<file path="src/rtl/lavadora_pkg.sv">
// Shared washing-machine definitions: spin-controller state encoding and
// the default spin-level durations.
package lavadora_pkg;

  localparam int NUM_NIVELES_DEF = 4;
  localparam int ANCHO_SEG_DEF   = 9;

  // Level 0 occupies the least significant ANCHO_SEG bits.
  localparam logic [NUM_NIVELES_DEF*ANCHO_SEG_DEF-1:0] TIEMPOS_DEF =
    {9'd375, 9'd275, 9'd200, 9'd150};

  typedef enum logic [1:0] {
    SELECCION = 2'd0,
    GIRANDO   = 2'd1,
    PAUSA     = 2'd2,
    FIN       = 2'd3
  } estado_t;

endpackage

</file>
<file path="src/rtl/centrifugado_programable_if.sv">
// Front-panel / motor-side signal bundle of the spin controller.
// The master side is the panel and top FSM; the slave side is the controller.
interface centrifugado_programable_if #(
  parameter int NUM_NIVELES = 4,
  parameter int ANCHO_SEG   = 9
);
  localparam int ANCHO_NIV = (NUM_NIVELES > 1) ? $clog2(NUM_NIVELES) : 1;

  logic                   iBoton_TiempoCentri;
  logic                   iHabilitar;
  logic                   iTick_1Hz;
  logic                   iStart;
  logic                   iPausa;
  logic [NUM_NIVELES-1:0] iLed_Centri;
  logic [ANCHO_NIV-1:0]   iNivel;
  logic                   iNivel_Valido;
  logic [ANCHO_SEG-1:0]   iSegundos_Restantes;
  logic                   iMotor_Centri;
  logic                   iFin_Centri;
  logic [1:0]             iEstado;

  modport master (
    output iBoton_TiempoCentri, iHabilitar, iTick_1Hz, iStart, iPausa,
    input  iLed_Centri, iNivel, iNivel_Valido, iSegundos_Restantes,
           iMotor_Centri, iFin_Centri, iEstado
  );

  modport slave (
    input  iBoton_TiempoCentri, iHabilitar, iTick_1Hz, iStart, iPausa,
    output iLed_Centri, iNivel, iNivel_Valido, iSegundos_Restantes,
           iMotor_Centri, iFin_Centri, iEstado
  );

endinterface

</file>
<file path="src/rtl/detector_flanco.sv">
// Two-flop synchronizer for an asynchronous button followed by a
// rising-edge detector; a held button yields a single one-cycle pulse.
module detector_flanco (
  input  logic clk_in,
  input  logic iEncender,
  input  logic boton_i,
  output logic pulso_o
);

  logic sinc1_q, sinc2_q, prev_q;

  always_ff @(posedge clk_in or negedge iEncender) begin
    if (!iEncender) begin
      sinc1_q <= 1'b0;
      sinc2_q <= 1'b0;
      prev_q  <= 1'b0;
    end else begin
      sinc1_q <= boton_i;
      sinc2_q <= sinc1_q;
      prev_q  <= sinc2_q;
    end
  end

  assign pulso_o = sinc2_q & ~prev_q;

endmodule

</file>
<file path="src/rtl/centrifugado_programable.sv">
// Spin-cycle controller: button-driven level selection, then a 1 Hz
// countdown with pause/abort that drives the spin motor enable.
//
// state     | meaning
// SELECCION | choosing a level; button steps level, start loads countdown
// GIRANDO   | motor on, counting down on each 1 Hz tick
// PAUSA     | motor off, countdown frozen until pause is released
// FIN       | single-cycle completion pulse, then back to selection
module centrifugado_programable
  import lavadora_pkg::*;
#(
  parameter int NUM_NIVELES = NUM_NIVELES_DEF,
  parameter int ANCHO_SEG   = ANCHO_SEG_DEF,
  parameter logic [NUM_NIVELES*ANCHO_SEG-1:0] TIEMPOS = TIEMPOS_DEF
) (
  input  logic                        clk_in,
  input  logic                        iEncender,
  centrifugado_programable_if.slave   bus
);

  localparam int ANCHO_NIV = (NUM_NIVELES > 1) ? $clog2(NUM_NIVELES) : 1;
  localparam logic [ANCHO_NIV-1:0] NIV_MAX = ANCHO_NIV'(NUM_NIVELES - 1);

  function automatic logic [ANCHO_SEG-1:0] tiempo(input logic [ANCHO_NIV-1:0] n);
    return TIEMPOS[ANCHO_SEG*int'(n) +: ANCHO_SEG];
  endfunction

  logic pulso_boton;

  detector_flanco u_boton (
    .clk_in    (clk_in),
    .iEncender (iEncender),
    .boton_i   (bus.iBoton_TiempoCentri),
    .pulso_o   (pulso_boton)
  );

  estado_t                estado_q, estado_d;
  logic [ANCHO_NIV-1:0]   nivel_q, nivel_d;
  logic                   valido_q, valido_d;
  logic [ANCHO_SEG-1:0]   seg_q, seg_d;
  logic [NUM_NIVELES-1:0] led_q, led_d;
  logic                   motor_q, fin_q;

  always_comb begin
    estado_d = estado_q;
    nivel_d  = nivel_q;
    valido_d = valido_q;
    seg_d    = seg_q;
    case (estado_q)
      SELECCION: begin
        if (!bus.iHabilitar) begin
          valido_d = 1'b0;
          nivel_d  = '0;
        end else if (bus.iStart && valido_q) begin
          estado_d = GIRANDO;
        end else if (pulso_boton) begin
          if (!valido_q) begin
            valido_d = 1'b1;
            nivel_d  = '0;
          end else begin
            nivel_d = (nivel_q == NIV_MAX) ? '0 : nivel_q + ANCHO_NIV'(1);
          end
        end
        // Shows the selected duration; on start this is the countdown load.
        seg_d = valido_d ? tiempo(nivel_d) : '0;
      end
      GIRANDO: begin
        if (!bus.iHabilitar) begin
          estado_d = SELECCION;
          valido_d = 1'b0;
          nivel_d  = '0;
          seg_d    = '0;
        end else if (bus.iPausa) begin
          estado_d = PAUSA;
        end else if (seg_q == '0) begin
          estado_d = FIN;
        end else if (bus.iTick_1Hz) begin
          seg_d = seg_q - ANCHO_SEG'(1);
          if (seg_q == ANCHO_SEG'(1)) estado_d = FIN;
        end
      end
      PAUSA: begin
        if (!bus.iHabilitar) begin
          estado_d = SELECCION;
          valido_d = 1'b0;
          nivel_d  = '0;
          seg_d    = '0;
        end else if (!bus.iPausa) begin
          estado_d = GIRANDO;
        end
      end
      FIN: begin
        estado_d = SELECCION;
        seg_d    = tiempo(nivel_q);
      end
      default: estado_d = SELECCION;
    endcase
    led_d = '0;
    if (valido_d) led_d[nivel_d] = 1'b1;
  end

  always_ff @(posedge clk_in or negedge iEncender) begin
    if (!iEncender) begin
      estado_q <= SELECCION;
      nivel_q  <= '0;
      valido_q <= 1'b0;
      seg_q    <= '0;
      led_q    <= '0;
      motor_q  <= 1'b0;
      fin_q    <= 1'b0;
    end else begin
      estado_q <= estado_d;
      nivel_q  <= nivel_d;
      valido_q <= valido_d;
      seg_q    <= seg_d;
      led_q    <= led_d;
      // Motor lags entry into GIRANDO by a cycle but drops on the same edge it leaves.
      motor_q  <= (estado_q == GIRANDO) && (estado_d == GIRANDO);
      fin_q    <= (estado_d == FIN);
    end
  end

  assign bus.iEstado             = estado_q;
  assign bus.iNivel              = nivel_q;
  assign bus.iNivel_Valido       = valido_q;
  assign bus.iSegundos_Restantes = seg_q;
  assign bus.iLed_Centri         = led_q;
  assign bus.iMotor_Centri       = motor_q;
  assign bus.iFin_Centri         = fin_q;

endmodule
</file>
<file path="src/flat_wrapper.sv">
// flat-port wrapper written by rule: the top's interface ports become plain ports
module centrifugado_programable_flat import lavadora_pkg::*;
#(
  parameter int NUM_NIVELES = NUM_NIVELES_DEF,
  parameter int ANCHO_SEG   = ANCHO_SEG_DEF,
  parameter logic [NUM_NIVELES*ANCHO_SEG-1:0] TIEMPOS = TIEMPOS_DEF
)
  (clk_in, iEncender, bus_iBoton_TiempoCentri, bus_iHabilitar, bus_iTick_1Hz, bus_iStart, bus_iPausa, bus_iLed_Centri, bus_iNivel, bus_iNivel_Valido, bus_iSegundos_Restantes, bus_iMotor_Centri, bus_iFin_Centri, bus_iEstado);
  centrifugado_programable_if #(.NUM_NIVELES(NUM_NIVELES), .ANCHO_SEG(ANCHO_SEG)) bus_i ();
  input  logic clk_in;
  input  logic iEncender;
  input wire logic [$bits(bus_i.iBoton_TiempoCentri)-1:0] bus_iBoton_TiempoCentri;
  input wire logic [$bits(bus_i.iHabilitar)-1:0] bus_iHabilitar;
  input wire logic [$bits(bus_i.iTick_1Hz)-1:0] bus_iTick_1Hz;
  input wire logic [$bits(bus_i.iStart)-1:0] bus_iStart;
  input wire logic [$bits(bus_i.iPausa)-1:0] bus_iPausa;
  output wire logic [$bits(bus_i.iLed_Centri)-1:0] bus_iLed_Centri;
  output wire logic [$bits(bus_i.iNivel)-1:0] bus_iNivel;
  output wire logic [$bits(bus_i.iNivel_Valido)-1:0] bus_iNivel_Valido;
  output wire logic [$bits(bus_i.iSegundos_Restantes)-1:0] bus_iSegundos_Restantes;
  output wire logic [$bits(bus_i.iMotor_Centri)-1:0] bus_iMotor_Centri;
  output wire logic [$bits(bus_i.iFin_Centri)-1:0] bus_iFin_Centri;
  output wire logic [$bits(bus_i.iEstado)-1:0] bus_iEstado;
  assign bus_i.iBoton_TiempoCentri = bus_iBoton_TiempoCentri;
  assign bus_i.iHabilitar = bus_iHabilitar;
  assign bus_i.iTick_1Hz = bus_iTick_1Hz;
  assign bus_i.iStart = bus_iStart;
  assign bus_i.iPausa = bus_iPausa;
  assign bus_iLed_Centri = bus_i.iLed_Centri;
  assign bus_iNivel = bus_i.iNivel;
  assign bus_iNivel_Valido = bus_i.iNivel_Valido;
  assign bus_iSegundos_Restantes = bus_i.iSegundos_Restantes;
  assign bus_iMotor_Centri = bus_i.iMotor_Centri;
  assign bus_iFin_Centri = bus_i.iFin_Centri;
  assign bus_iEstado = bus_i.iEstado;
  centrifugado_programable #(.NUM_NIVELES(NUM_NIVELES), .ANCHO_SEG(ANCHO_SEG), .TIEMPOS(TIEMPOS)) u_core (.clk_in(clk_in), .iEncender(iEncender), .bus(bus_i));
endmodule
</file>
<file path="config.mk">
export PLATFORM = sky130hd
export DESIGN_NAME = centrifugado_programable_flat
export DESIGN_NICKNAME = d
export VERILOG_FILES = /design/src/rtl/lavadora_pkg.sv /design/src/rtl/centrifugado_programable_if.sv /design/src/rtl/detector_flanco.sv /design/src/rtl/centrifugado_programable.sv /design/src/flat_wrapper.sv
export SDC_FILE = /design/constraint.sdc
export NUM_CORES = 1
export LEC_CHECK = 0
export BUFFER_PORTS_ARGS = -buffer_cell sky130_fd_sc_hd__buf_2
export CORE_UTILIZATION = 49
export CTS_CLUSTER_DIAMETER = 40
export CTS_CLUSTER_SIZE = 12
export DETAILED_ROUTE_END_ITERATION = 12
export PLACE_DENSITY_LB_ADDON = 0.08
export SETUP_SLACK_MARGIN = 0.15
export SLEW_MARGIN = 20
export SYNTH_ARGS = -nofsm -noshare
export SYNTH_HDL_FRONTEND = slang
export SYNTH_SLANG_ARGS = --single-unit
</file>
<file path="constraint.sdc">
create_clock -name clk_in -period 1.9 [get_ports clk_in]
set_input_delay 0.19 -clock clk_in [delete_from_list [all_inputs] [get_ports clk_in]]
set_output_delay 0.19 -clock clk_in [all_outputs]
set_load 0.01 [all_outputs]
</file>
# Word-level counts from Yosys, hierarchy flattened
# Index checks and enable logic that the tools add are counted.
[classes] add_sub_neg=2 multipliers=2 div_mod_pow=0 n_lt_le_gt_ge=2 n_eq_ne=11 shifts=2 muxes=34 bitwise_logic=2 n_reduce_logical=7
[ops] cell="$shiftx A36 B32 Y9 const A" count=2
[ops] cell="$mux W9" count=6
[ops] cell="$pmux W9 S4" count=1
[ops] cell="$mux W2" count=16
[ops] cell="$mul A4 B2 Y6 const A" count=2
[ops] cell="$eq A9 B1 Y1 const B" count=1
[ops] cell="$logic_not A9 Y1" count=1
[ops] cell="$ne A3 B3 Y1 const B" count=3
[ops] cell="$sub A9 B1 Y9 const B" count=1
[ops] cell="$eq A2 B2 Y1 const B" count=4
[ops] cell="$pmux W2 S4" count=1
[ops] cell="$mux W1" count=6
[ops] cell="$eq A2 B1 Y1 const B" count=2
[ops] cell="$mux W4" count=1
[ops] cell="$pmux W2 S2" count=1
[ops] cell="$reduce_and A4 Y1" count=1
[ops] cell="$logic_and A1 B1 Y1" count=3
[ops] cell="$lt A2 B3 Y1 const B" count=1
[ops] cell="$add A2 B1 Y2 const B" count=1
[ops] cell="$demux W1 S2" count=1
[ops] cell="$ge A2 B1 Y1 const B" count=1
[ops] cell="$logic_not A2 Y1" count=1
[ops] cell="$ne A2 B2 Y1 const B" count=1
[ops] cell="$pmux W1 S2" count=1
[ops] cell="3 further kinds" count=3
[word_totals] ff_bits=23 latch_bits=0 mem_bits_rw=0 mem_bits_ro=0 wordCells=72 n_memories=0

# Depth between registers and ports, before layout
# Gate-level depths: netlist (run 1).
[logic_depth] depth_word=13 ltp_mapped=9 ltp_nobuf=9

# Cells and area by module
# Synthesis (run 1) repeated with hierarchy kept, for this count alone.
[unflattened] hier_cells=161 hier_area_um2=1542.7
[modules_own_cells] module="centrifugado_programable" instances=1 cells_each=157 area_each_um2=1453.9
[modules_own_cells] module="detector_flanco" instances=1 cells_each=4 area_each_um2=88.8

# Worst setup path before layout (run 1)
# Ideal clock, no wire load.
[synth_path] path_type="register -> register" from="reg u_core.seg_q[5], in the netlist u_core.bus.iSegundos_Restantes[5]" to="reg u_core.seg_q[8], in the netlist u_core.bus.iSegundos_Restantes[8]" setup_time_ps=121 t_arrival_ps=2004 required_ps=1779 path_slack_ps=-224 path_stages_with_launch=6 path_buffers=1 period_less_slack_ps=2124 path_cell_list="dfrtp_1 -> or4_4 -> or4_4 -> a2bb2oi_1 -> buf_2 -> a22o_1"
[synth_via] elab_chain_cells=6
[synth_lines] element="start: declaration" line_no="centrifugado_programable.sv:40" rtl="logic [ANCHO_SEG-1:0] seg_q, seg_d;"
[synth_lines] element="start signal: assignment" line_no="centrifugado_programable.sv:115" rtl="seg_q <= seg_d;"
[synth_lines] element="$sub A9 B1 Y9" line_no="centrifugado_programable.sv:78" rtl="seg_d = seg_q - ANCHO_SEG'(1);"
[synth_lines] element="$mux W9" line_no="centrifugado_programable.sv:77" rtl="end else if (bus.iTick_1Hz) begin"
[synth_lines] element="$mux W9" line_no="centrifugado_programable.sv:75" rtl="end else if (seg_q == '0) begin"
[synth_lines] element="$mux W9" line_no="centrifugado_programable.sv:73" rtl="end else if (bus.iPausa) begin"
[synth_lines] element="$mux W9" line_no="centrifugado_programable.sv:68" rtl="if (!bus.iHabilitar) begin"
[synth_lines] element="$pmux W9 S4" line_no="centrifugado_programable.sv:49" rtl="case (estado_q)"
# Several ways; a longest one is shown, not always the timed one. The select of a mux whose other input is x is not followed.
# A chain may end at the register's enable or synchronous reset.

# Final worst setup path (run 1)
[layout_path] from="reg u_core.seg_q[5], in the netlist u_core.bus.iSegundos_Restantes[5]" to="reg u_core.motor_q, in the netlist u_core.bus.iMotor_Centri"
[layout_via] elab_chain_cells=9
[layout_lines] element="$eq A9 B1 Y1" line_no="centrifugado_programable.sv:79" rtl="if (seg_q == ANCHO_SEG'(1)) estado_d = FIN;"
[layout_lines] element="$mux W2" line_no="centrifugado_programable.sv:79"
[layout_lines] element="$mux W2" line_no="centrifugado_programable.sv:77"
[layout_lines] element="$mux W2 *" line_no="centrifugado_programable.sv:75"
[layout_lines] element="$mux W2 *" line_no="centrifugado_programable.sv:73"
[layout_lines] element="$mux W2 *" line_no="centrifugado_programable.sv:68"
[layout_lines] element="$pmux W2 S4 *" line_no="centrifugado_programable.sv:49"
[layout_lines] element="named net u_core.estado_d[0]" line_no="centrifugado_programable.sv:37" rtl="estado_t estado_q, estado_d;"
[layout_lines] element="$eq A2 B1 Y1 *" line_no="centrifugado_programable.sv:118" rtl="motor_q <= (estado_q == GIRANDO) && (estado_d == GIRANDO);"
[layout_lines] element="$logic_and A1 B1 Y1 *" line_no="centrifugado_programable.sv:118"
[layout_lines] element="end signal: assignment" line_no="centrifugado_programable.sv:118"
[layout_lines] element="end: declaration" line_no="centrifugado_programable.sv:42" rtl="logic motor_q, fin_q;"
# Mark *: on every way through the listed nets, which the timed path passes. The rest lies on a longest branch.

==> results of run 1 <==
==> logic make-up after synthesis <==
kind of cell | Yosys count | synth area share [%]
AOI/OAI and AO/OA | 47 | 22.44
DFF | 23 | 39.55
muxes | 1 | 0.7738
adders and majority gates | 14 | 12.04
buffers and inverters | 13 | 3.440
and+or+nand+nor | 50 | 19.35
xor gates and xnor gates | 4 | 2.408
==> cells in the final DEF, fill, tap and decap left out, types with 2 or more instances in the layout <==
master / count
a2bb2oi_1: 2
inv_2: 2
nor2b_1: 6
and3_1: 4
ha_1: 11
inv_1: 8
or4_4: 2
dlygate4sd3_1: 2
buf_4: 29
nand2b_1: 3
a22o_1: 5
a21oi_1: 7
nor3_1: 4
buf_6: 5
clkbuf_4: 3
buf_2: 26
dfrtp_1: 23
a21o_1: 3
xnor2_1: 2
nand2_1: 9
ha_4: 2
nor2_1: 7
nor4_1: 2
o221ai_1: 2
o21a_1: 3
xor2_1: 2
a31oi_1: 2
nor3b_2: 2
a32oi_1: 2
o21ai_0: 10
==> where the power goes <==
part	switching (uW)	total, uW	leakage (uW)	internal [uW]
logic	682	1380	0.000734	693
clock network	156	235	0.0000177	79.0
registers	60.9	630	0.000308	569
==> area by class of cell <==
cell class	count	share of cell area [%]
multi-input combinational	116	45.82
sequential	23	28.26
timing repair buffer	62	20.82
tap	31	1.904
inverter	10	1.843
clock buffer	3	1.106
clock inverter	1	0.2457
==> cells in the mapped netlist, drive strengths merged <==
library cell / number
o21a: 3
o211ai: 1
dfrtp: 23
o31ai: 1
nand3b: 1
a21o: 3
buf: 1
a32oi: 2
nor2b: 7
nand2: 10
inv: 10
a22o: 6
nor4: 2
a22oi: 1
clkbuf: 2
and3: 4
mux2: 1
o21ai: 11
nor2: 8
a2bb2oi: 3
nand3: 1
ha: 14
nor3b: 3
or4: 3
o221ai: 3
a21boi: 1
nand2b: 3
a31oi: 2
and2b: 1
or2: 1
xor2: 2
xnor2: 2
o211a: 1
a21oi: 8
o41a: 1
nor3: 6
==> stage by stage <==
| stage | setup TNS [ns] | setup slack (ns) |
|---|---|---|
| 5_1_grt | -1.901 | -0.2400 |
| 3_5_place_dp | -1.250 | -0.1821 |
| 3_3_place_gp | -0.8632 | -0.1566 |
| 4_1_cts | -1.136 | -0.1624 |
| 2_1_floorplan | -1.330 | -0.1786 |
| 6_report | -1.160 | -0.1626 |
==> critical path: stages, from the launching register on <==
cell and delay [ns]:
dfrtp_1 0.40, or4_4 0.54, or4_4 0.47, o41a_1 0.37, nand2_2 0.09, and3_1 0.15
==> metal layers <==
layer  wire length (um)  up-vias  global-route usage (%)
met5                  0        -                       0
met4                119        0                   11.50
met3                134       15                   2.995
met2               1975       47                   47.73
met1               1654      696                   30.90
li1                   -      687                       -
==> how the worst max path moves through the flow <==
stage	startpoint	to	slack, ns	cells past startpoint
3_3_place_gp	u_core.bus.iSegundos_Restantes[5]	u_core.bus.iSegundos_Restantes[3]	-0.16	4
6_report	u_core.bus.iSegundos_Restantes[5]	u_core.bus.iMotor_Centri	-0.16	5
4_1_cts	u_core.bus.iSegundos_Restantes[5]	u_core.bus.iMotor_Centri	-0.16	5
5_1_grt	u_core.bus.iSegundos_Restantes[5]	u_core.bus.iMotor_Centri	-0.24	5
2_1_floorplan	u_core.bus.iSegundos_Restantes[5]	u_core.bus.iSegundos_Restantes[8]	-0.18	5
3_5_place_dp	u_core.bus.iSegundos_Restantes[5]	u_core.bus.iSegundos_Restantes[3]	-0.18	4
==> registers in the layout (all words and copies together), names as in the netlist <==
name                            cells
u_core.u_boton.sinc2_q              1
u_core.bus.iLed_Centri              4
u_core.bus.iNivel                   2
u_core.bus.iMotor_Centri            1
u_core.bus.iEstado                  2
u_core.u_boton.prev_q               1
u_core.bus.iFin_Centri              1
u_core.bus.iNivel_Valido            1
u_core.u_boton.sinc1_q              1
u_core.bus.iSegundos_Restantes      9
==> timing repair <==
item / in CTS / in global routing
pin swaps: 5 / 4
hold endpoints to repair: 24 / 0
resized for setup: 14 / 11
setup endpoints to repair: 17 / 18
buffers inserted: 7 / 2
hold buffers: 2 / 0
==> impl_metrics.env, run 1 <==
export IMPL_status="finished, violations left"
export IMPL_violations="setup timing"
export IMPL_io_pins=27
export IMPL_initial_core_util_pct=52.32
export IMPL_powerDensity_nw_per_um2=1100
export IMPL_whs_ns=0.2593
export IMPL_reg2reg_from="u_core.bus.iSegundos_Restantes[5]"
export IMPL_synth_seq_cells=23
export IMPL_slew_headroom_pct=63.27
export IMPL_ys_types=38
export IMPL_grt_pass1_vias=1431
export IMPL_grt_usage_pct=26.30
export IMPL_grt_max_degree=24
export IMPL_dp_cells=232
export IMPL_hold_path_class="input pin to flop"
export IMPL_rows=19
export IMPL_yosys_area_top_type="dfrtp_1"
export IMPL_htreeDepth=1
export IMPL_clock_latency_ns=0.32
export IMPL_antenna_found_initial=0
export IMPL_min_to="u_core.bus.iFin_Centri"
export IMPL_slew_viol_final=0
export IMPL_skew_ns=0.002618
export IMPL_num_vias=1445
export IMPL_area_growth_pct=39.98
export IMPL_min_from="bus_iPausa"
export IMPL_finalCriticalPeriod_ns=2.063
export IMPL_cp_required_ns=2.17
export IMPL_cts_tree="yes"
export IMPL_ys_warn_count=0
export IMPL_netlist_instances=152
export IMPL_antenna_cells=0
export IMPL_fin_util_pct=73.23
export IMPL_ant_nets=0
export IMPL_hold_depth=3
export IMPL_ir_drop_mv=0.9049
export IMPL_clockBufferDepth=2
export IMPL_hold_viol_final=0
export IMPL_overflow=0
export IMPL_syn_avg_cell_area_um2=9.573
export IMPL_worst_pin_slew_ns=0.5485
export IMPL_place_gp_congestion=0.8726
export IMPL_cts_sinks=23
export IMPL_arrival_ns=2.33
export IMPL_ys_seq_area_share_pct=39.55
export IMPL_stdcell_area_um2=2037
export IMPL_crit_fanout=3
export IMPL_core_area_um2=2781
export IMPL_cp_end_kind="flop"
export IMPL_drc=0
export IMPL_seq_area_um2=575.6
export IMPL_fmax_mhz=484.8
export IMPL_die_w_um=56.50
export IMPL_drt_iter0_markers=48
export IMPL_first_pass_iters=5
export IMPL_setup_violations=13
export IMPL_place_area_um2=1824
export IMPL_wl_per_cell_um=15.79
export IMPL_rsz0062_at_grt="true"
export IMPL_netlist_top_cells_area="dfrtp_1 40%, ha_1 12%, o21ai_0 3.8%, a22o_1 3.6%, nor2b_1 3.0%"
export IMPL_yosysTopAreaCellShare_pct=39.55
export IMPL_die_h_um=56.50
export IMPL_syn_nets=173
export IMPL_vias_per_cell=5.874
export IMPL_reg2reg_slack_ns=-0.16
export IMPL_dp_hpwl_mm=2.854
export IMPL_worstSetupPathType="flop to flop"
export IMPL_timing_rr_end="u_core.bus.iMotor_Centri"
export IMPL_r2r_cells=5
export IMPL_syn_area_um2=1455
export IMPL_drive_above_1_share_pct=40.93
export IMPL_drt_total_wl_mm=3.884
export IMPL_clk_pin_slew_worst_paths_ns=0.13
export IMPL_period_share_pct=108.6
export IMPL_p_leak_uw=0.001059
export IMPL_die_area_um2=3192
export IMPL_final_cells=246
export IMPL_total_power_uw=2241
export IMPL_cts_root_buffer="clkbuf_4"
export IMPL_grt_pass1_wl_mm=6.382
export IMPL_portBuffers=26
export IMPL_final_nets=237
export IMPL_multiInputGateArea_um2=933.4
export IMPL_fin_ws_ns=-0.1626
export IMPL_worstSetupStartpointType="flop"
export IMPL_cts_buffers=3
export IMPL_fillerInstances=228
export IMPL_drv_cap=0
Power figures use the tool's default switching activity.
==> inputs of run 2 (changes only) <==
--- a/constraint.sdc
+++ b/constraint.sdc
@@ -3,2 +3,2 @@
 set_output_delay 0.19 -clock clk_in [all_outputs]
-set_load 0.01 [all_outputs]
+set_load 0.02 [all_outputs]
==> run 2 against run 1 <==
The flow still finishes with violations (setup timing). Register-to-register slack hardly changed. Worst hold slack worse by 0.011 ns. Via count shrank 1.9%. Sequential share of layout area decreased by 0.42 points.
==> impl_metrics.env, run 2 (synthesized netlist as in run 1, its figures left out) <==
export IMPL_status="finished, violations left"
export IMPL_violations="setup timing"
export IMPL_final_nets=241
export IMPL_slew_viol_final=0
export IMPL_setup_violations=13
export IMPL_slowest_delay_ns=0.53
export IMPL_period_share_pct=109.0
export IMPL_worstSetupPathType="flop to flop"
export IMPL_min_to="u_core.bus.iFin_Centri"
export IMPL_worst_pin_slew_ns=0.5551
export IMPL_core_area_um2=2781
export IMPL_clockBufferDepth=2
export IMPL_fin_ws_ns=-0.1706
export IMPL_antenna_found_initial=0
export IMPL_p_sw_share_pct=41.58
export IMPL_stdcell_area_um2=2100
export IMPL_vias_per_cell=5.672
export IMPL_pwr_share_clk_pct=10.5
export IMPL_hold_depth=3
export IMPL_drv_cap=0
export IMPL_ant_nets=0
export IMPL_cp_required_ns=2.18
export IMPL_crit_fanout=3
export IMPL_skew_ns=0.009133
export IMPL_die_h_um=56.50
export IMPL_first_pass_iters=4
export IMPL_crit_top_cell="or4_4"
export IMPL_place_area_um2=1859
export IMPL_initial_core_util_pct=52.32
export IMPL_pwr_share_comb_pct=61.9
export IMPL_place_gp_congestion=0.9027
export IMPL_hold_viol_final=0
export IMPL_portBuffers=26
export IMPL_timing_rr_end="u_core.bus.iMotor_Centri"
export IMPL_clk_pin_slew_worst_paths_ns=0.14
export IMPL_drc=0
export IMPL_cp_end_kind="flop"
export IMPL_grt_pass1_wl_mm=6.258
export IMPL_area_growth_pct=44.28
export IMPL_die_area_um2=3192
export IMPL_io_pins=27
export IMPL_reg2reg_slack_ns=-0.17
export IMPL_worstSetupStartpointType="flop"
export IMPL_ir_drop_mv=1.156
export IMPL_num_vias=1418
export IMPL_cts_buffers=3
export IMPL_largest_register_ffs=9
export IMPL_hold_path_class="input pin to flop"
export IMPL_whs_ns=0.2483
export IMPL_cp_slowest_cell="or4_4"
export IMPL_slew_headroom_pct=62.83
export IMPL_dp_hpwl_mm=2.833
export IMPL_overflow=0
export IMPL_grt_max_degree=24
export IMPL_drt_total_wl_mm=3.890
export IMPL_drive_above_1_share_pct=45.66
export IMPL_p_leak_uw=0.001098
export IMPL_reg2reg_from="u_core.bus.iSegundos_Restantes[5]"
export IMPL_grt_usage_pct=25.76
export IMPL_drt_iter0_markers=32
export IMPL_finalSetupTns_ns=-1.360
export IMPL_powerDensity_nw_per_um2=1100
export IMPL_power_switching_uw=960.7
export IMPL_wl_per_cell_um=15.56
export IMPL_path_cells="or4_4, or4_4, o41a_1, nand2_2, and3_1"
export IMPL_clock_latency_ns=0.33
export IMPL_cts_root_buffer="clkbuf_4"
export IMPL_die_w_um=56.50
export IMPL_cts_sinks=23
export IMPL_rsz0062_at_grt="true"
export IMPL_layout_common_cells="33 x buf_4, 26 x buf_2, 16 x dfrtp_1"
export IMPL_power_frac_seq_pct=27.6
export IMPL_cts_tree="yes"
export IMPL_antenna_cells=0
export IMPL_r2r_cells=5
export IMPL_min_from="bus_iPausa"
export IMPL_rows=19
export IMPL_finalCriticalPeriod_ns=2.071
export IMPL_grt_pass1_vias=1421
export IMPL_final_common_cell="buf_4"
export IMPL_intPower_uw=1350
export IMPL_fmax_mhz=483.0
export IMPL_arrival_ns=2.35
export IMPL_fillerInstances=204
export IMPL_htreeDepth=1
[run 2: how the worst max path moves through the flow]
stage | to | startpoint | cells past startpoint | slack [ns]
floorplan | u_core.bus.iSegundos_Restantes[8] | u_core.bus.iSegundos_Restantes[5] | 5 | -0.21
global placement | u_core.bus.iSegundos_Restantes[3] | u_core.bus.iSegundos_Restantes[5] | 4 | -0.16
detailed placement | u_core.bus.iSegundos_Restantes[3] | u_core.bus.iSegundos_Restantes[5] | 4 | -0.18
CTS | u_core.bus.iMotor_Centri | u_core.bus.iSegundos_Restantes[5] | 5 | -0.17
global route | u_core.bus.iSegundos_Restantes[3] | u_core.bus.iSegundos_Restantes[5] | 4 | -0.21
finish | u_core.bus.iMotor_Centri | u_core.bus.iSegundos_Restantes[5] | 5 | -0.17
[run 2: repair_timing]
action	4_1_cts	5_1_grt
gates resized for setup	11	18
pin swaps	3	3
setup buffers	5	3
endpoints found under the setup margin	17	18
endpoints found under the hold margin	24	0
hold buffers	2	0
[run 2: per-layer routing]
layer	wire (um)	GRT usage, %	vias to the layer above
met4	119	14.63	0
met2	1927	44.71	33
met5	0	0	-
li1	-	-	690
met3	122	2.074	10
met1	1721	31.16	685
[run 2: power by group through the flow]
| stage | clock, uW | combinational (uW) | sequential (uW) |
|---|---|---|---|
| after floorplan | 0 | 639 | 773 |
| after global placement | 0 | 1190 | 642 |
| after detailed placement | 0 | 1210 | 648 |
| after CTS | 243 | 1360 | 635 |
| after global routing | 264 | 1540 | 649 |
| final | 241 | 1430 | 638 |
[run 2: critical path: cells and delay by family (launching register included)]
kind | cells | cell delay, ns
and+or+nand+nor | 4 | 1.23
AOI/OAI and AO/OA | 1 | 0.36
DFF | 1 | 0.42
[run 2: final cells by class]
type | count | area (um2) | area share (%)
Multi-Input combinational cell | 116 | 957.2 | 45.59
Sequential cell | 23 | 584.3 | 27.83
Timing Repair Buffer | 66 | 454.2 | 21.63
Tap cell | 31 | 38.79 | 1.847
Inverter | 10 | 37.54 | 1.788
Clock buffer | 3 | 22.52 | 1.073
Clock inverter | 1 | 5.005 | 0.2384
[run 2: metrics by stage]
step,power [uW],utilization [%],cells,setup slack [ns]
2_1_floorplan,1412,-,152,-0.2090
3_3_place_gp,1832,66.85,236,-0.1605
3_5_place_dp,1857,66.85,236,-0.1831
4_1_cts,2236,71.39,247,-0.1717
5_1_grt,2455,75.48,250,-0.2129
6_report,2310,75.48,250,-0.1706
==> inputs of run 3 (changes only) <==
CTS_CLUSTER_DIAMETER = default   (was 40)
TNS_END_PERCENT = 30   (was default)
==> run 3 against run 2 <==
The run still ends with setup timing left. Flip-flop and latch count is the same. Final cell count shrank 2.8%. Via count shrank 5.7%. Utilization shrank 5.9 points. Register-to-register slack is essentially flat. Combinational power shrank 10%. Worst setup slack lost 0.0067 ns. First-iteration DRC count grew 6.3%. Critical path depth shrank 1. Maximum frequency shrank 0.32%. Critical path type unchanged.
==> impl_metrics.env, run 3 (synthesized netlist as in run 1, its figures left out) <==
export IMPL_fin_util_pct=69.59
export IMPL_slew_headroom_pct=66.23
export IMPL_grt_max_degree=24
export IMPL_largest_register_ffs=9
export IMPL_r2r_cells=4
export IMPL_drt_iter0_markers=34
export IMPL_final_nets=234
export IMPL_drt_total_wl_mm=3.563
export IMPL_first_pass_iters=4
export IMPL_layout_common_cells="31 x buf_4, 26 x buf_2, 19 x dfrtp_1"
export IMPL_fmax_mhz=481.4
export IMPL_period_share_pct=109.3
export IMPL_die_h_um=56.50
export IMPL_vias_per_cell=5.502
export IMPL_ant_nets=0
export IMPL_ir_drop_mv=0.8849
export IMPL_dp_hpwl_mm=2.751
export IMPL_p_sw_share_pct=41.63
export IMPL_violations="setup timing"
export IMPL_antenna_cells=0
export IMPL_pwr_share_clk_pct=11.3
export IMPL_stdcell_area_um2=1936
export IMPL_worstSetupPathType="flop to flop"
export IMPL_grt_usage_pct=24.93
export IMPL_area_growth_pct=33.02
export IMPL_drv_cap=0
export IMPL_pwr_share_comb_pct=59.2
export IMPL_num_vias=1337
export IMPL_clockBufferDepth=2
export IMPL_place_area_um2=1848
export IMPL_power_switching_uw=897.3
export IMPL_drive_above_1_share_pct=37.74
export IMPL_power_frac_seq_pct=29.5
export IMPL_cts_tree="yes"
export IMPL_worst_pin_slew_ns=0.5065
export IMPL_overflow=0
export IMPL_grt_pass1_vias=1319
export IMPL_slew_viol_final=0
export IMPL_rsz0062_at_grt="true"
export IMPL_htreeDepth=1
export IMPL_crit_fanout=17
export IMPL_worstSetupStartpointType="flop"
export IMPL_total_power_uw=2155
export IMPL_grt_pass1_wl_mm=6.078
export IMPL_hold_path_class="input pin to flop"
export IMPL_drc=0
export IMPL_fin_ws_ns=-0.1773
export IMPL_skew_ns=0.005601
export IMPL_die_area_um2=3192
export IMPL_place_gp_congestion=0.8959
export IMPL_portBuffers=26
export IMPL_fillerInstances=234
export IMPL_cts_root_buffer="clkbuf_4"
export IMPL_arrival_ns=2.31
export IMPL_clock_latency_ns=0.32
export IMPL_cp_required_ns=2.13
export IMPL_status="finished, violations left"
export IMPL_cts_sinks=23
export IMPL_core_area_um2=2781
export IMPL_p_leak_uw=0.001026
export IMPL_cts_buffers=3
export IMPL_hold_viol_final=0
export IMPL_setup_violations=13
export IMPL_io_pins=27
export IMPL_cp_end_kind="flop"
export IMPL_antenna_found_initial=0
export IMPL_whs_ns=0.2863
export IMPL_finalCriticalPeriod_ns=2.077
export IMPL_pre_cts_ws_ns=-0.2124
export IMPL_intPower_uw=1258
export IMPL_powerDensity_nw_per_um2=1114
export IMPL_clk_pin_slew_worst_paths_ns=0.14
export IMPL_rows=19
export IMPL_wl_per_cell_um=14.66
export IMPL_hold_depth=3
export IMPL_die_w_um=56.50
export IMPL_final_common_cell="buf_4"
export IMPL_initial_core_util_pct=52.32
run 3: cell types whose count changed in the layout (fill, tap and decap cells not counted), moves of 3 or more:
cell     delta
buf_6       -5
ha_4        -3
dfrtp_2     -3
ha_1        +3
dfrtp_1     +3
run 3: critical path, stage by stage (launching register included):
cell and delay (ns):
dfrtp_2 0.42, or4_4 0.54, or4_4 0.48, a2bb2oi_4 0.25, mux2_2 0.29
run 3: layer usage:
| layer | vias to the layer above | track usage (%) | routed length (um) |
|---|---|---|---|
| li1 | 672 | - | - |
| met1 | 621 | 32.05 | 1607 |
| met2 | 35 | 43.03 | 1734 |
| met3 | 9 | 2.765 | 134 |
| met4 | 0 | 9.059 | 86 |
| met5 | - | 0 | 0 |
run 3: final cells by class:
class | instances | area, um2 | share of cell area [%]
Sequential cell | 23 | 580.6 | 29.99
Clock inverter | 1 | 5.005 | 0.2586
Timing Repair Buffer | 59 | 382.9 | 19.78
Inverter | 10 | 37.54 | 1.939
Tap cell | 31 | 38.79 | 2.004
Clock buffer | 3 | 22.52 | 1.164
Multi-Input combinational cell | 116 | 868.3 | 44.86
run 3: stage by stage:
stage	TNS, ns	std cells
3_5_place_dp	-1.514	236
6_report	-1.194	243
4_1_cts	-1.301	243
5_1_grt	-1.858	243
2_1_floorplan	-1.699	152
3_3_place_gp	-1.094	236
run 3: timing repair:
action | in CTS | in global routing
hold buffers | 2 | 0
pin swaps | 6 | 2
hold endpoints to repair | 24 | 0
endpoints found under the setup margin | 17 | 17
gates cloned | 0 | 0
resized for setup | 7 | 5
buffers inserted | 1 | 0
run 3: final timing paths:
| path | end | slack [ns] | from |
|---|---|---|---|
| worst min-delay path | u_core.bus.iEstado[0] | 0.29 | bus_iPausa |
| worst min register to register | u_core.u_boton.sinc2_q | 0.38 | u_core.u_boton.sinc1_q |
| min in group asynchronous | u_core.bus.iSegundos_Restantes[3] | 0.34 | iEncender |
| worst max-delay path | u_core.bus.iSegundos_Restantes[3] | -0.18 | u_core.bus.iSegundos_Restantes[5] |
| max in group asynchronous | u_core.bus.iSegundos_Restantes[5] | 1.19 | iEncender |
| worst max register to register | u_core.bus.iSegundos_Restantes[3] | -0.18 | u_core.bus.iSegundos_Restantes[5] |
run 3: power by group through the flow:
| stage | clock, uW | combinational [uW] | sequential (uW) |
|---|---|---|---|
| floorplan | 0 | 638 | 772 |
| global placement | 0 | 1180 | 641 |
| detailed placement | 0 | 1190 | 645 |
| CTS | 244 | 1270 | 637 |
| global route | 270 | 1390 | 646 |
| finish | 243 | 1280 | 635 |
